--- src/rtl/pipe_reg_chain.sv ---
// Elastic pipeline-register chain: DEPTH valid/ready stages with collapsing
// bubbles, global stall, per-stage flush and a saturating flush counter.
module pipe_reg_chain #(
  parameter int WIDTH = 32,
  parameter int DEPTH = 4,
  parameter int CNTW  = 16
) (
  input  logic                         clk,
  input  logic                         reset,
  input  logic                         inValid,
  input  logic [WIDTH-1:0]             inData,
  output logic                         inReady,
  output logic                         outValid,
  output logic [WIDTH-1:0]             outData,
  input  logic                         outReady,
  input  logic                         stall,
  input  logic [DEPTH-1:0]             flushMask,
  output logic [DEPTH-1:0]             stageValid,
  output logic [$clog2(DEPTH+1)-1:0]   occupancy,
  output logic [CNTW-1:0]              flushCount
);

  localparam int OCCW = $clog2(DEPTH+1);
  localparam int SUMW = CNTW + OCCW;

  logic [DEPTH-1:0] validQ;
  logic [DEPTH-1:0] validD;
  logic [DEPTH-1:0] movedValid;
  logic [DEPTH-1:0] rdy;
  logic [WIDTH-1:0] dataQ [DEPTH];
  logic [WIDTH-1:0] dataD [DEPTH];
  logic [CNTW-1:0]  flushCountQ;
  logic [CNTW-1:0]  flushCountD;
  logic [OCCW-1:0]  killCount;
  logic [SUMW-1:0]  flushSum;

  // Ready ripples from the output back to stage 0; an empty stage absorbs backpressure.
  always_comb begin : readyChain
    logic r;
    rdy = '0;
    r   = outReady & ~stall;
    for (int i = DEPTH - 1; i >= 0; i--) begin
      r      = (~validQ[i] | r) & ~stall;
      rdy[i] = r;
    end
  end

  always_comb begin
    movedValid = validQ;
    for (int i = 0; i < DEPTH; i++) begin
      dataD[i] = dataQ[i];
    end
    if (rdy[0]) begin
      movedValid[0] = inValid;
      dataD[0]      = inData;
    end
    for (int i = 1; i < DEPTH; i++) begin
      if (rdy[i]) begin
        movedValid[i] = validQ[i-1];
        dataD[i]      = dataQ[i-1];
      end
    end
    // The flush mask acts on what each stage would hold after this edge.
    validD    = movedValid & ~flushMask;
    killCount = '0;
    for (int i = 0; i < DEPTH; i++) begin
      killCount = killCount + OCCW'(movedValid[i] & flushMask[i]);
    end
    flushSum    = SUMW'(flushCountQ) + SUMW'(killCount);
    flushCountD = (|flushSum[SUMW-1:CNTW]) ? '1 : flushSum[CNTW-1:0];
  end

  always_ff @(posedge clk or posedge reset) begin
    if (reset) begin
      validQ      <= '0;
      flushCountQ <= '0;
      for (int i = 0; i < DEPTH; i++) begin
        dataQ[i] <= '0;
      end
    end else begin
      validQ      <= validD;
      flushCountQ <= flushCountD;
      for (int i = 0; i < DEPTH; i++) begin
        dataQ[i] <= dataD[i];
      end
    end
  end

  always_comb begin
    occupancy = '0;
    for (int i = 0; i < DEPTH; i++) begin
      occupancy = occupancy + OCCW'(validQ[i]);
    end
  end

  assign inReady    = rdy[0];
  assign outValid   = validQ[DEPTH-1] & ~stall;
  assign outData    = dataQ[DEPTH-1];
  assign stageValid = validQ;
  assign flushCount = flushCountQ;

endmodule
--- config.mk ---
export PLATFORM = sky130hd
export DESIGN_NAME = pipe_reg_chain
export DESIGN_NICKNAME = d
export VERILOG_FILES = /design/src/rtl/pipe_reg_chain.sv
export SDC_FILE = /design/constraint.sdc
export NUM_CORES = 1
export LEC_CHECK = 0
export ABC_AREA = 0
export BUFFER_PORTS_ARGS = -buffer_cell sky130_fd_sc_hd__buf_4
export CAP_MARGIN = 40
export CORE_ASPECT_RATIO = 2
export CORE_MARGIN = 5
export CORE_UTILIZATION = 61
export DETAILED_ROUTE_END_ITERATION = 10
export PLACE_DENSITY = 0.88
export SLEW_MARGIN = 25
export SYNTH_ARGS = -nofsm -noshare
export SYNTH_HDL_FRONTEND = slang
export SYNTH_SLANG_ARGS = --single-unit
--- constraint.sdc ---
create_clock -name clk -period 14.41 [get_ports clk]
set_input_delay 2.1615 -clock clk [delete_from_list [all_inputs] [get_ports clk]]
set_output_delay 2.1615 -clock clk [all_outputs]
set_load 0.01 [all_outputs]
# [Word level (Yosys, flattened, before mapping)]
# Cells that the tools add are included.
[totals] ff_bits=148 input_bits=41 output_inout_bits=57 word_cells=40
[op_classes] add_sub_neg=7 n_mux=5 bitwise_logic=21 n_reduce_logical=1
[op_table] op="$add 16x3->17" n=1
[op_table] op="$mux 16" n=1
[op_table] op="$and 1x1->1" n=10
[op_table] op="$add 2x1->3" n=2
[op_table] op="$add 3x1->3" n=2
[op_table] op="$not 1->1" n=5
[op_table] op="$add 1x1->2" n=2
[op_table] op="$and 4x4->4" n=1
[op_table] op="$mux 1" n=4
[op_table] op="$not 4->4" n=1
[op_table] op="$or 1x1->1" n=4
[op_table] op="$reduce_or 3->1" n=1

# [Longest topological paths before layout]
# Gate-level depths: netlist (run 1).
[depth] depth_word=18 ltp_mapped=15 mapped_depth_nobuf=12

# [Worst setup path before layout (run 1)]
# Ideal clock, no wire load.
[synth_path] path_type="input port to flip-flop" from="input outReady" to="register flushCountQ[6] (netlist: flushCount[6])" setup_time_ns=0.131 arrival_ns=4.863 t_required_ns=14.279 slack_ns=9.416 cell_stages=15 path_buffers=3 cell_sequence="nor2b_4 buf_6 a31oi_4 buf_6 o22ai_1 nand2_1 fa_1 inv_1 fa_1 fa_1 nand4_1 nor2_1 nand3_1 buf_4 o21ai_0"
[synth_via] elab_chain_len=17 elab_cells_between_ends=23 cone_classes="4 x add/sub; 5 x mux; 13 x bitwise; 1 x reduce/logical"
[synth_lines] element="start, declared" line="15" rtl="input logic outReady,"
[synth_lines] element="$and 1x1->1 *" line="41" rtl="r = outReady & ~stall;"
[synth_lines] element="$or 1x1->1 *" line="43" rtl="r = (~validQ[i] | r) & ~stall;"
[synth_lines] element="$and 1x1->1 *" line="43"
[synth_lines] element="$or 1x1->1" line="43"
[synth_lines] element="$and 1x1->1" line="43"
[synth_lines] element="$or 1x1->1" line="43"
[synth_lines] element="$and 1x1->1" line="43"
[synth_lines] element="$or 1x1->1" line="43"
[synth_lines] element="[2 not listed]"
[synth_lines] element="$and 1x1->1" line="67" rtl="killCount = killCount + OCCW'(movedValid[i] & flushMask[i]);"
[synth_lines] element="$add 1x1->2" line="67"
[synth_lines] element="$add 2x1->3" line="67"
[synth_lines] element="$add 3x1->3 *" line="67"
[synth_lines] element="$add 16x3->17 *" line="69" rtl="flushSum = SUMW'(flushCountQ) + SUMW'(killCount);"
[synth_lines] element="$reduce_or 3->1" line="70" rtl="flushCountD = (|flushSum[SUMW-1:CNTW]) ? '1 : flushSum[CNTW-1:0];"
[synth_lines] element="$mux 16 *" line="70"
[synth_lines] element="named net flushCountD[6]" line="33" rtl="logic [CNTW-1:0] flushCountD;"
[synth_lines] element="end signal, assigned" line="82" rtl="flushCountQ <= flushCountD;"
[synth_lines] element="end, declared" line="32" rtl="logic [CNTW-1:0] flushCountQ;"
# The timed path passes the listed nets; every way through them passes the cells marked *.
# A chain may end at the register's enable or synchronous reset.

# [Worst setup path after layout (run 1)]
[layout_path] from="input outReady" to="output inReady"
[layout_via] elab_chain_len=9
[layout_lines] element="$and 1x1->1" line="41"
[layout_lines] element="$or 1x1->1" line="43"
[layout_lines] element="$and 1x1->1" line="43"
[layout_lines] element="$or 1x1->1" line="43"
[layout_lines] element="$and 1x1->1" line="43"
[layout_lines] element="$or 1x1->1" line="43"
[layout_lines] element="$and 1x1->1" line="43"
[layout_lines] element="$or 1x1->1" line="43"
[layout_lines] element="$and 1x1->1" line="43"
[layout_lines] element="end, declared" line="12" rtl="output logic inReady,"
# No other way between the ends.

==> results of run 1 <==
-- power breakdown --
group	internal [mW]	switching [mW]	leakage, nW
clock	0.302	0.163	0.306
combinational	0.100	0.0813	1.59
sequential	0.483	0.0505	1.78
-- Yosys cell counts, types with 3 or more instances --
library cell  number
dfrtp_1          148
nand2_1          110
mux2_2            67
buf_4             36
mux2_4            29
inv_1             12
buf_6              8
xnor2_1            8
nor2_1             7
nor2b_1            6
nand3_1            5
nor3_1             5
a21oi_1            4
buf_2              4
clkbuf_1           4
fa_1               4
nand4_1            4
ha_1               3
-- metal layers --
metal,global-route usage (%),wire length (um)
met4,8.64,333
met1,28.9,4980
met2,38.4,7250
met5,0,0
met3,5.33,542
-- cell usage in the layout, fill, tap and decap left out, types with 3 or more instances in the layout --
cell type  count
clkbuf_8       3
nor2b_1        6
bufinv_16      4
nor2_1         6
inv_1         11
buf_4        100
xnor2_1        8
fa_1           4
nor3_1         5
nand4_1        4
ha_1           3
dfrtp_1      148
clkinv_2       3
clkbuf_16     17
nand2_1      110
mux2_2        67
a21oi_1        4
nand3_1        5
mux2_4        29
-- final timing paths --
kind | slack (ns) | end | cells past startpoint | startpoint
max in group asynchronous | 11.36 | dataQ[97] | 4 | reset
hold / removal | 0.46 | outData[24] | 2 | dataQ[56]
hold reg to reg | 0.46 | outData[24] | 2 | dataQ[56]
min in group asynchronous | 1.83 | flushCount[5] | 2 | reset
setup reg to reg | 10.47 | flushCount[6] | 13 | stageValid[3]
setup / recovery | 8.93 | inReady | 5 | outReady
-- flip-flops by register name, indices dropped and copies added, names as in the netlist --
name,flops
flushCount,16
outData,32
stageValid,4
dataQ,96
-- cell families (layout without fill, tap and decap cells) --
kind of cell	count (synthesis)	after routing	synth area share, %
flops	148	148	58.5
simple gates	147	147	10.1
mux	97	97	19.0
buf+inv	64	146	6.96
compound gates	16	16	2.31
xor+xnor	9	9	1.25
fa+ha+maj	7	7	1.86
other cells	0	1	0
-- through the flow --
stage          cells  hold WS [ns]  worst slack [ns]
2_1_floorplan    488         0.435              8.27
3_3_place_gp     671         0.446              8.89
3_5_place_dp     673         0.451              8.69
4_1_cts          704         0.462              8.92
5_1_grt          706         0.496              8.88
6_report         706         0.464              8.93
-- worst max-delay path: cells and delay by family --
| kind | cells | cell delay [ns] |
|---|---|---|
| buf+inv | 3 | 0.85 |
| compound gates | 1 | 0.21 |
| simple gates | 1 | 0.06 |
-- area by class of cell --
type,instances,area [um2]
multi-input combinational,276,2190
inverter,12,50.0
clock buffer,22,474
clock inverter,9,151
fill,684,2590
antenna,1,2.50
sequential,148,3700
tap,135,169
timing repair buffer,103,818
==> results.md, run 1 <==
- Vias: 3844
- Seq/Total Area, Yosys: 58.5%
- Top cell type by total area after synthesis: dfrtp_1
- Area growth, synth to finish: 19.5%
- Die height: 154 um
- Slew headroom: 53.7%
- Dominant synthesized flop cell: dfrtp_1
- Fin. Hold Viols: 0
- Netlist cell types: 36
- EDFF count, synth: 0
- Tot GR Track Use: 23.1%
- Final max-slew violation count: 0
- Clk root buf: clkbuf_16
- Setup TNS Final: 0 ns
- Vias in the first global route: 4314
- Register bit total from synthesis: 148
- Placer Congestion: 0.874
- Max IR drop VDD: 111 uV
- Core area: 10100 um2
- Synth Net Count: 536
- Max Root-Sink Buffers: 2
- Reg clk slew, reported paths: 0.06 ns
- CTS Sinks: 148
- CP arrival: 3.32 ns
- CTS Buf Count: 17
- RSZ-0062 raised after global routing: false
- PD cells: 156 nW/um2
- Number of gates resized after CTS: 0
- Worst path slowest cell: buf_4
- Crit path launch type: primary input
- ANT nets after route: 0
- DRC Markers: 0
- Worst path max stage delay: 0.53 ns
- Pre-antenna DRT Iters: 5
- # hold bufs at CTS: 0
- Fin util: 74.5%
- Max-Cap Viols: 0
- Worst skew pair latency: 0.41 ns
- # nets final: 606
- Share of layout cells above drive strength 1: 41.4%
- Setup violators final: 0
- Detail Placement HPWL: 8.70 mm
- Status: completed
- First-pass GRT wire length: 22.0 mm
- Pleak: 3.67 nW
- Area contributors post-synth: dfrtp_1 59%, mux2_2 12%, mux2_4 6.9%
- Die width: 82.0 um
- H-tree depth: 4
- Syn_area_per_cell: 13.0 um2
- Worst-Margin Slew: 0.695 ns
- Part of the cycle the worst path needs: 38.0%
- Total chip power: 1.18 mW
- Most used cell along the critical path: buf_4
- Final min period: 5.48 ns
- Initial Util: 62.3%
- Cell count after synthesis: 488
- CTS tree: done
- Min-Delay Path Class: flip-flop to flip-flop
- Site row count: 52
- CP cell instances: buf_4 > nor2b_4 > a41oi_4 > buf_4 > buf_4
- Req. time, crit path: 12.25 ns
- Initial antenna violation count: 1
- Post-route cell area: 7560 um2
- WL per Instance: 18.6 um
- Worst setup path class: primary input to output pin
- Mapped Area: 6330 um2
- FMAX: 0.183 GHz
- Post-DR vias/cell: 5.44
- Total wire length: 13.1 mm
- DRT iter0 DRCs: 219
- CP endpoint kind: output pin
- PortBufs: 97
- Area post-placement: 6910 um2
- Crit-path max FO: 33
- Synth Warn #: 0
- GRT Residual Overflow: 0
- Clock Skews: 0.00920 ns
- Yosys top cell area share: 58.5%
- Total die area: 12600 um2
- Largest net degree at the start of global routing: 71
- Total I/O pin count: 98
- Setup bufs post-CTS: 0
- Post-synth ARST share: 100%
(Power assumes the default switching activity.)
==> inputs of run 2 (changes only) <==
- CORE_UTILIZATION: 61 -> 56
- PLACE_DENSITY: 0.88 -> 0.82
- clock period: 14.41 -> 5.3 ns (I/O delays scaled with it)
==> run 2 against run 1 <==
Net effect:
- power increased to 2.7 times the previous value
- sequential power grew to 2.7 times the previous value
- worst hold slack got worse by 0.082 ns
- worst setup slack got worse by 7.3 ns
- final area decreased by 0.55%
- sequential cell count unchanged
- die area rose by 8.1%
- first-iteration DRC count decreased by 21%
- critical path depth grew 8
- routed wire length shrank 7.4%
- global-route usage is 4.1 points lower
- critical endpoint is now flushCount[4]
- largest cell class unchanged
==> results.md, run 2 (same netlist as run 1, synthesis figures left out) <==
- Core area: 11200 um2 (was 10100 um2)
- Die height: 160 um (was 154 um)
- CP endpoint kind: flip-flop (was output pin)
- Commonest non-fill, non-tap cell in the layout: dfrtp_1 (unchanged)
- Worst-Margin Slew: 0.781 ns (was 0.695 ns)
- Number of gates resized after CTS: 0 (unchanged)
- P_int: 2.35 mW (was 0.886 mW)
- Initial antenna violation count: 0 (was 1)
- R2R Path Start: stageValid[3] (unchanged)
- GRT Residual Overflow: 0 (unchanged)
- Worst setup path class: primary input to flip-flop (was primary input to output pin)
- Vias in the first global route: 4075 (was 4314)
- Reg clk slew, reported paths: 0.06 ns (about the same)
- Min-Delay Path Class: primary input to asynchronous set/reset pin (was flip-flop to flip-flop)
- Post-route cell area: 7520 um2 (was 7560 um2)
- R2R setup slack: 1.65 ns (was 10.47 ns)
- Most used cell along the critical path: fa_1 (was buf_4)
- Clock network power share: 38.7% (was 39.4%)
- First-pass GRT wire length: 20.2 mm (was 22.0 mm)
- CP arrival: 3.96 ns (was 3.32 ns)
- Post-DR vias/cell: 5.26 (was 5.44)
- H-tree depth: 4 (unchanged)
- Switching share of power: 25.5% (was 25.0%)
- WHS: 0.382 ns (was 0.464 ns)
- Total chip power: 3.16 mW (was 1.18 mW)
- Most frequent cells in the layout: 148 x dfrtp_1, 110 x nand2_1, 101 x buf_4 (was 148 x dfrtp_1, 110 x nand2_1, 100 x buf_4)
- Part of the cycle the worst path needs: 69.7%
- Total die area: 13700 um2 (was 12600 um2)
- CP cell instances: buf_4 > nor2b_4 > nor2_4 > o22ai_1 > nand2_1 > fa_1 > inv_1 > fa_1 > fa_1 > nand4_1 > nor2_1 > nand3_1 > o21ai_0 (was buf_4 > nor2b_4 > a41oi_4 > buf_4 > buf_4)
- Tot GR Track Use: 19.0% (was 23.1%)
- Fin. Hold Viols: 0 (unchanged)
- Area post-placement: 6910 um2 (about the same)
- FMAX: 0.271 GHz
- CTS tree: done (unchanged)
- # nets final: 605 (was 606)
- Final WS setup: 1.61 ns (was 8.93 ns)
- Detail Placement HPWL: 8.32 mm (was 8.70 mm)
- WL per Instance: 17.0 um (was 18.6 um)
- Vias: 3747 (was 3844)
- Place WS: 1.23 ns (was 8.69 ns)
- # diodes: 0 (was 1)
- Crit-path max FO: 33 (unchanged)
- Area growth, synth to finish: 18.8% (was 19.5%)
- Crit path launch type: primary input (unchanged)
- Setup TNS Final: 0 ns (unchanged)
- Total I/O pin count: 98 (unchanged)
- Worst skew pair latency: 0.41 ns (about the same)
- Largest Register: dataQ (unchanged)
- DRC Markers: 0 (unchanged)
- Setup violators final: 0 (unchanged)
- Site row count: 55 (was 52)
- Pre-antenna DRT Iters: 4 (was 5)
- Clock Skews: 0.00897 ns (was 0.00920 ns)
- Final max-slew violation count: 0 (unchanged)
- Req. time, crit path: 5.57 ns (was 12.25 ns)
- Status: completed (unchanged)
- CTS Sinks: 148 (unchanged)
- Final min period: 3.69 ns
- Delay-heaviest family, CP: adder cells (was buffers and inverters)
- Worst path max stage delay: 0.51 ns (was 0.53 ns)
- Reg2reg path depth: 12 (was 13)
- ANT nets after route: 0 (unchanged)
- PortBufs: 97 (unchanged)
- P_sw: 0.804 mW (was 0.295 mW)
- Share of layout cells above drive strength 1: 41.4% (unchanged)
- RSZ-0062 raised after global routing: false (unchanged)
- Clk root buf: clkbuf_16 (unchanged)
- Initial Util: 56.4% (was 62.3%)
- Number of flip-flops in the largest register: 96 (unchanged)
- Part of the power in registers: 45.8% (was 45.2%)
- Max IR drop VDD: 270 uV (was 111 uV)
- Combinational share of power: 15.4% (about the same)
- Setup bufs post-CTS: 0 (unchanged)
- FF-to-FF End: flushCount[4] (was flushCount[6])
- Pleak: 3.64 nW (was 3.67 nW)
- Placer Congestion: 0.827 (was 0.874)
- DRT iter0 DRCs: 173 (was 219)
- Critical path buffer and inverter count: 2 (was 3)
- Slew headroom: 47.8% (was 53.7%)
- PD cells: 420 nW/um2 (was 156 nW/um2)
- # hold bufs at CTS: 0 (unchanged)
- Max-Cap Viols: 0 (unchanged)
- Worst path slowest cell: fa_1 (was buf_4)
- FILL cells: 806 (was 684)
- Largest net degree at the start of global routing: 71 (unchanged)
- Total wire length: 12.1 mm (was 13.1 mm)
- Die width: 85.2 um (was 82.0 um)
- CTS Buf Count: 17 (unchanged)
- Max Root-Sink Buffers: 2 (unchanged)
run 2: power groups by stage:
| stage | registers [mW] | clock network [mW] | logic, mW |
|---|---|---|---|
| floorplan | 1.43 | 0 | 0.360 |
| global placement | 1.45 | 0 | 0.473 |
| detailed placement | 1.46 | 0 | 0.493 |
| CTS | 1.45 | 1.24 | 0.499 |
| global route | 1.47 | 1.30 | 0.534 |
| finish | 1.45 | 1.22 | 0.487 |
run 2: cell type report:
cell class / count / area [um2] / area share [%]
Multi-Input combinational cell: 276 / 2190 / 29.1
Clock inverter: 11 / 150 / 2.00
Clock buffer: 21 / 460 / 6.13
Tap cell: 142 / 178 / 2.36
Inverter: 12 / 50.0 / 0.666
Sequential cell: 148 / 3700 / 49.3
Timing Repair Buffer: 102 / 786 / 10.5
run 2: worst max path at each step:
| stage | start | end | slack, ns | cells past startpoint |
|---|---|---|---|---|
| 2_1_floorplan | reset | dataQ[100] | 0.53 | 1 |
| 3_3_place_gp | outReady | flushCount[6] | 1.35 | 13 |
| 3_5_place_dp | outReady | flushCount[6] | 1.23 | 13 |
| 4_1_cts | outReady | flushCount[6] | 1.60 | 13 |
| 5_1_grt | stageValid[3] | flushCount[4] | 1.33 | 12 |
| 6_report | outReady | flushCount[4] | 1.61 | 13 |
run 2: metrics by stage:
| stage | utilization, % | cells |
|---|---|---|
| 2_1_floorplan | - | 488 |
| 3_3_place_gp | 61.3 | 679 |
| 3_5_place_dp | 61.6 | 680 |
| 4_1_cts | 67.0 | 712 |
| 5_1_grt | 67.0 | 712 |
| 6_report | 67.0 | 712 |
run 2: routing by layer:
metal  vias to the layer above  GRT usage, %  wire length, um
met5                         -             0                0
met4                         0          7.85              291
li1                       1733             -                -
met3                        17          6.52              629
met2                        91          33.5             6760
met1                      1906          20.3             4460
==> inputs of run 3 (changes only) <==
- CORE_UTILIZATION: 56 -> 51
- PLACE_DENSITY: 0.82 -> 0.79
- clock period: 5.3 -> 3.2 ns (I/O delays scaled with it)
==> run 3 against run 2 <==
Net effect:
- sequential share of layout area down 0.59 points
- final area up 1.2%
- worst setup slack worse by 1.4 ns
- routed wire length up 3.8%
- largest power group unchanged
- clock power up 57%
- power up 63%
- critical path depth down 1
- combinational power up 68%
==> results.md, run 3 (same netlist as run 1, synthesis figures left out) <==
- Setup bufs post-CTS: 0 (unchanged)
- Total chip power: 5.13 mW (was 3.16 mW)
- Commonest non-fill, non-tap cell in the layout: dfrtp_1 (unchanged)
- PortBufs: 97 (unchanged)
- Post-DR vias/cell: 5.20 (was 5.26)
- Share of layout cells above drive strength 1: 43.4% (was 41.4%)
- Clock Skews: 0.00963 ns (was 0.00897 ns)
- Fin. Hold Viols: 0 (unchanged)
- Total I/O pin count: 98 (unchanged)
- Post-route cell area: 7610 um2 (was 7520 um2)
- PD cells: 674 nW/um2 (was 420 nW/um2)
- R2R setup slack: 0.17 ns (was 1.65 ns)
- H-tree depth: 4 (unchanged)
- # diodes: 0 (unchanged)
- Tot GR Track Use: 18.3% (was 19.0%)
- Pleak: 3.69 nW (was 3.64 nW)
- Max Root-Sink Buffers: 2 (unchanged)
- Register area: 3700 um2 (unchanged)
- Slew headroom: 69.3% (was 47.8%)
- Req. time, crit path: 3.46 ns (was 5.57 ns)
- Worst-Margin Slew: 0.458 ns (was 0.781 ns)
- CP endpoint kind: flip-flop (unchanged)
- Total die area: 14900 um2 (was 13700 um2)
- WHS: 0.0331 ns (was 0.382 ns)
- Setup violators final: 0 (unchanged)
- Status: completed (unchanged)
- Initial antenna violation count: 0 (unchanged)
- Area growth, synth to finish: 20.3% (was 18.8%)
- Crit path launch type: flip-flop (was primary input)
- Largest net degree at the start of global routing: 45 (was 71)
- Detail Placement HPWL: 8.81 mm (was 8.32 mm)
- # nets final: 614 (was 605)
- Area post-placement: 7020 um2 (was 6910 um2)
- Worst skew pair latency: 0.40 ns (was 0.41 ns)
- Reg clk slew, reported paths: 0.06 ns (about the same)
- Fin cells: 726 (was 712)
- Die height: 168 um (was 160 um)
- Part of the cycle the worst path needs: 94.8%
- DRC Markers: 0 (unchanged)
- Worst path max stage delay: 0.57 ns (was 0.51 ns)
- Most frequent cells in the layout: 148 x dfrtp_1, 110 x nand2_1, 107 x buf_4 (was 148 x dfrtp_1, 110 x nand2_1, 101 x buf_4)
- Initial Util: 51.9% (was 56.4%)
- Pre-antenna DRT Iters: 4 (unchanged)
- Crit-path max FO: 12 (was 33)
- DRT iter0 DRCs: 127 (was 173)
- CTS Sinks: 148 (unchanged)
- Crit path depth: 12 (was 13)
- Vias: 3774 (was 3747)
- Placer Congestion: 0.883 (was 0.827)
- CTS Buf Count: 17 (unchanged)
- Worst path slowest cell: dfrtp_1 (was fa_1)
- Clk root buf: clkbuf_16 (unchanged)
- FILL cells: 940 (was 806)
- Die width: 88.8 um (was 85.2 um)
- CP cell instances: inv_1 > o22ai_1 > nand2_1 > fa_1 > inv_1 > fa_2 > fa_2 > nand4_1 > nor2_2 > nand3_2 > buf_12 > o21ai_0 (was buf_4 > nor2b_4 > nor2_4 > o22ai_1 > nand2_1 > fa_1 > inv_1 > fa_1 > fa_1 > nand4_1 > nor2_1 > nand3_1 > o21ai_0)
- ANT nets after route: 0 (unchanged)
- RSZ-0062 raised after global routing: false (unchanged)
- Placed cell count: 694 (was 680)
- Reg2reg path depth: 12 (unchanged)
- CTS tree: done (unchanged)
- Vias in the first global route: 4263 (was 4075)
- WL per Instance: 17.4 um (was 17.0 um)
- Min-Delay Path Class: primary input to asynchronous set/reset pin (unchanged)
- Total wire length: 12.6 mm (was 12.1 mm)
- Site row count: 57 (was 55)
- Max-Cap Viols: 0 (unchanged)
- Delay-heaviest family, CP: adder cells (unchanged)
- Number of flip-flops in the largest register: 96 (unchanged)
- FMAX: 0.330 GHz
- Max IR drop VDD: 438 uV (was 270 uV)
- Critical path buffer and inverter count: 3 (was 2)
- Core area: 12200 um2 (was 11200 um2)
- Worst setup path class: flip-flop to flip-flop (was primary input to flip-flop)
- First-pass GRT wire length: 21.0 mm (was 20.2 mm)
- GRT Residual Overflow: 0 (unchanged)
- Area of the multi-input gates: 2210 um2 (was 2190 um2)
- Final min period: 3.03 ns
- Final max-slew violation count: 0 (unchanged)
- Largest Register: dataQ (unchanged)
- CP arrival: 3.30 ns (was 3.96 ns)
[run 3: cell types whose count changed in the layout (fill, tap and decap cells not counted), sizes merged]
cell / previous run / this run
buf: 102 / 111
clkinv: 2 / 8
clkinvlp: 5 / 2
bufinv: 3 / 2
clkbuf: 21 / 20
inv: 13 / 12
[run 3: what timing repair did]
action | in CTS | in global routing
hold buffers | 0 | 0
resized for setup | 0 | 4
endpoints found under the setup margin | 0 | 4
[run 3: routing by layer]
metal  vias to the layer above  track usage [%]  wire length, um
met5                         -                0                0
met1                      1896             20.5             4710
li1                       1741                -                -
met2                       104             31.9             6970
met3                        33             4.08              519
met4                         0             8.55              400
[run 3: through the flow]
| step | setup slack [ns] | utilization, % | setup TNS, ns |
|---|---|---|---|
| finish | 0.166 | 62.4 | 0 |
| global route | 0.00753 | 62.4 | 0 |
| CTS | 0.121 | 62.3 | 0 |
| detailed placement | -0.0460 | 57.6 | -0.0758 |
| global placement | 0.0610 | 57.4 | 0 |
| floorplan | 0.0202 | - | 0 |
[run 3: worst register-to-register path, cell delays in order, from the launching register on]
cell and delay [ns]:
dfrtp_1 0.57, inv_1 0.12, o22ai_1 0.18, nand2_1 0.10, fa_1 0.49, inv_1 0.06, fa_2 0.41, fa_2 0.39
nand4_1 0.14, nor2_2 0.08, nand3_2 0.11, buf_12 0.13, o21ai_0 0.11
[run 3: report_power, final]
| group | switching [mW] | internal, mW | total [mW] |
|---|---|---|---|
| sequential | 0.216 | 2.18 | 2.39 |
| combinational | 0.358 | 0.459 | 0.817 |
| clock | 0.750 | 1.17 | 1.92 |
| total | 1.32 | 3.81 | 5.13 |
[run 3: final timing paths]
path                                 end           from
min reg2reg                  outData[21]      dataQ[53]
max reg2reg                flushCount[6]  stageValid[2]
max in group asynchronous      dataQ[85]          reset
min                            dataQ[90]          reset
min in group clk           stageValid[1]   flushMask[1]
max                        flushCount[6]  stageValid[2]
[run 3: layout make-up]
class | instances | area share (%)
clock inverter | 12 | 1.73
clock buffer | 20 | 5.87
sequential | 148 | 48.7
multi-input combinational | 276 | 29.1
tap | 147 | 2.42
timing repair buffer | 111 | 11.6
inverter | 12 | 0.641
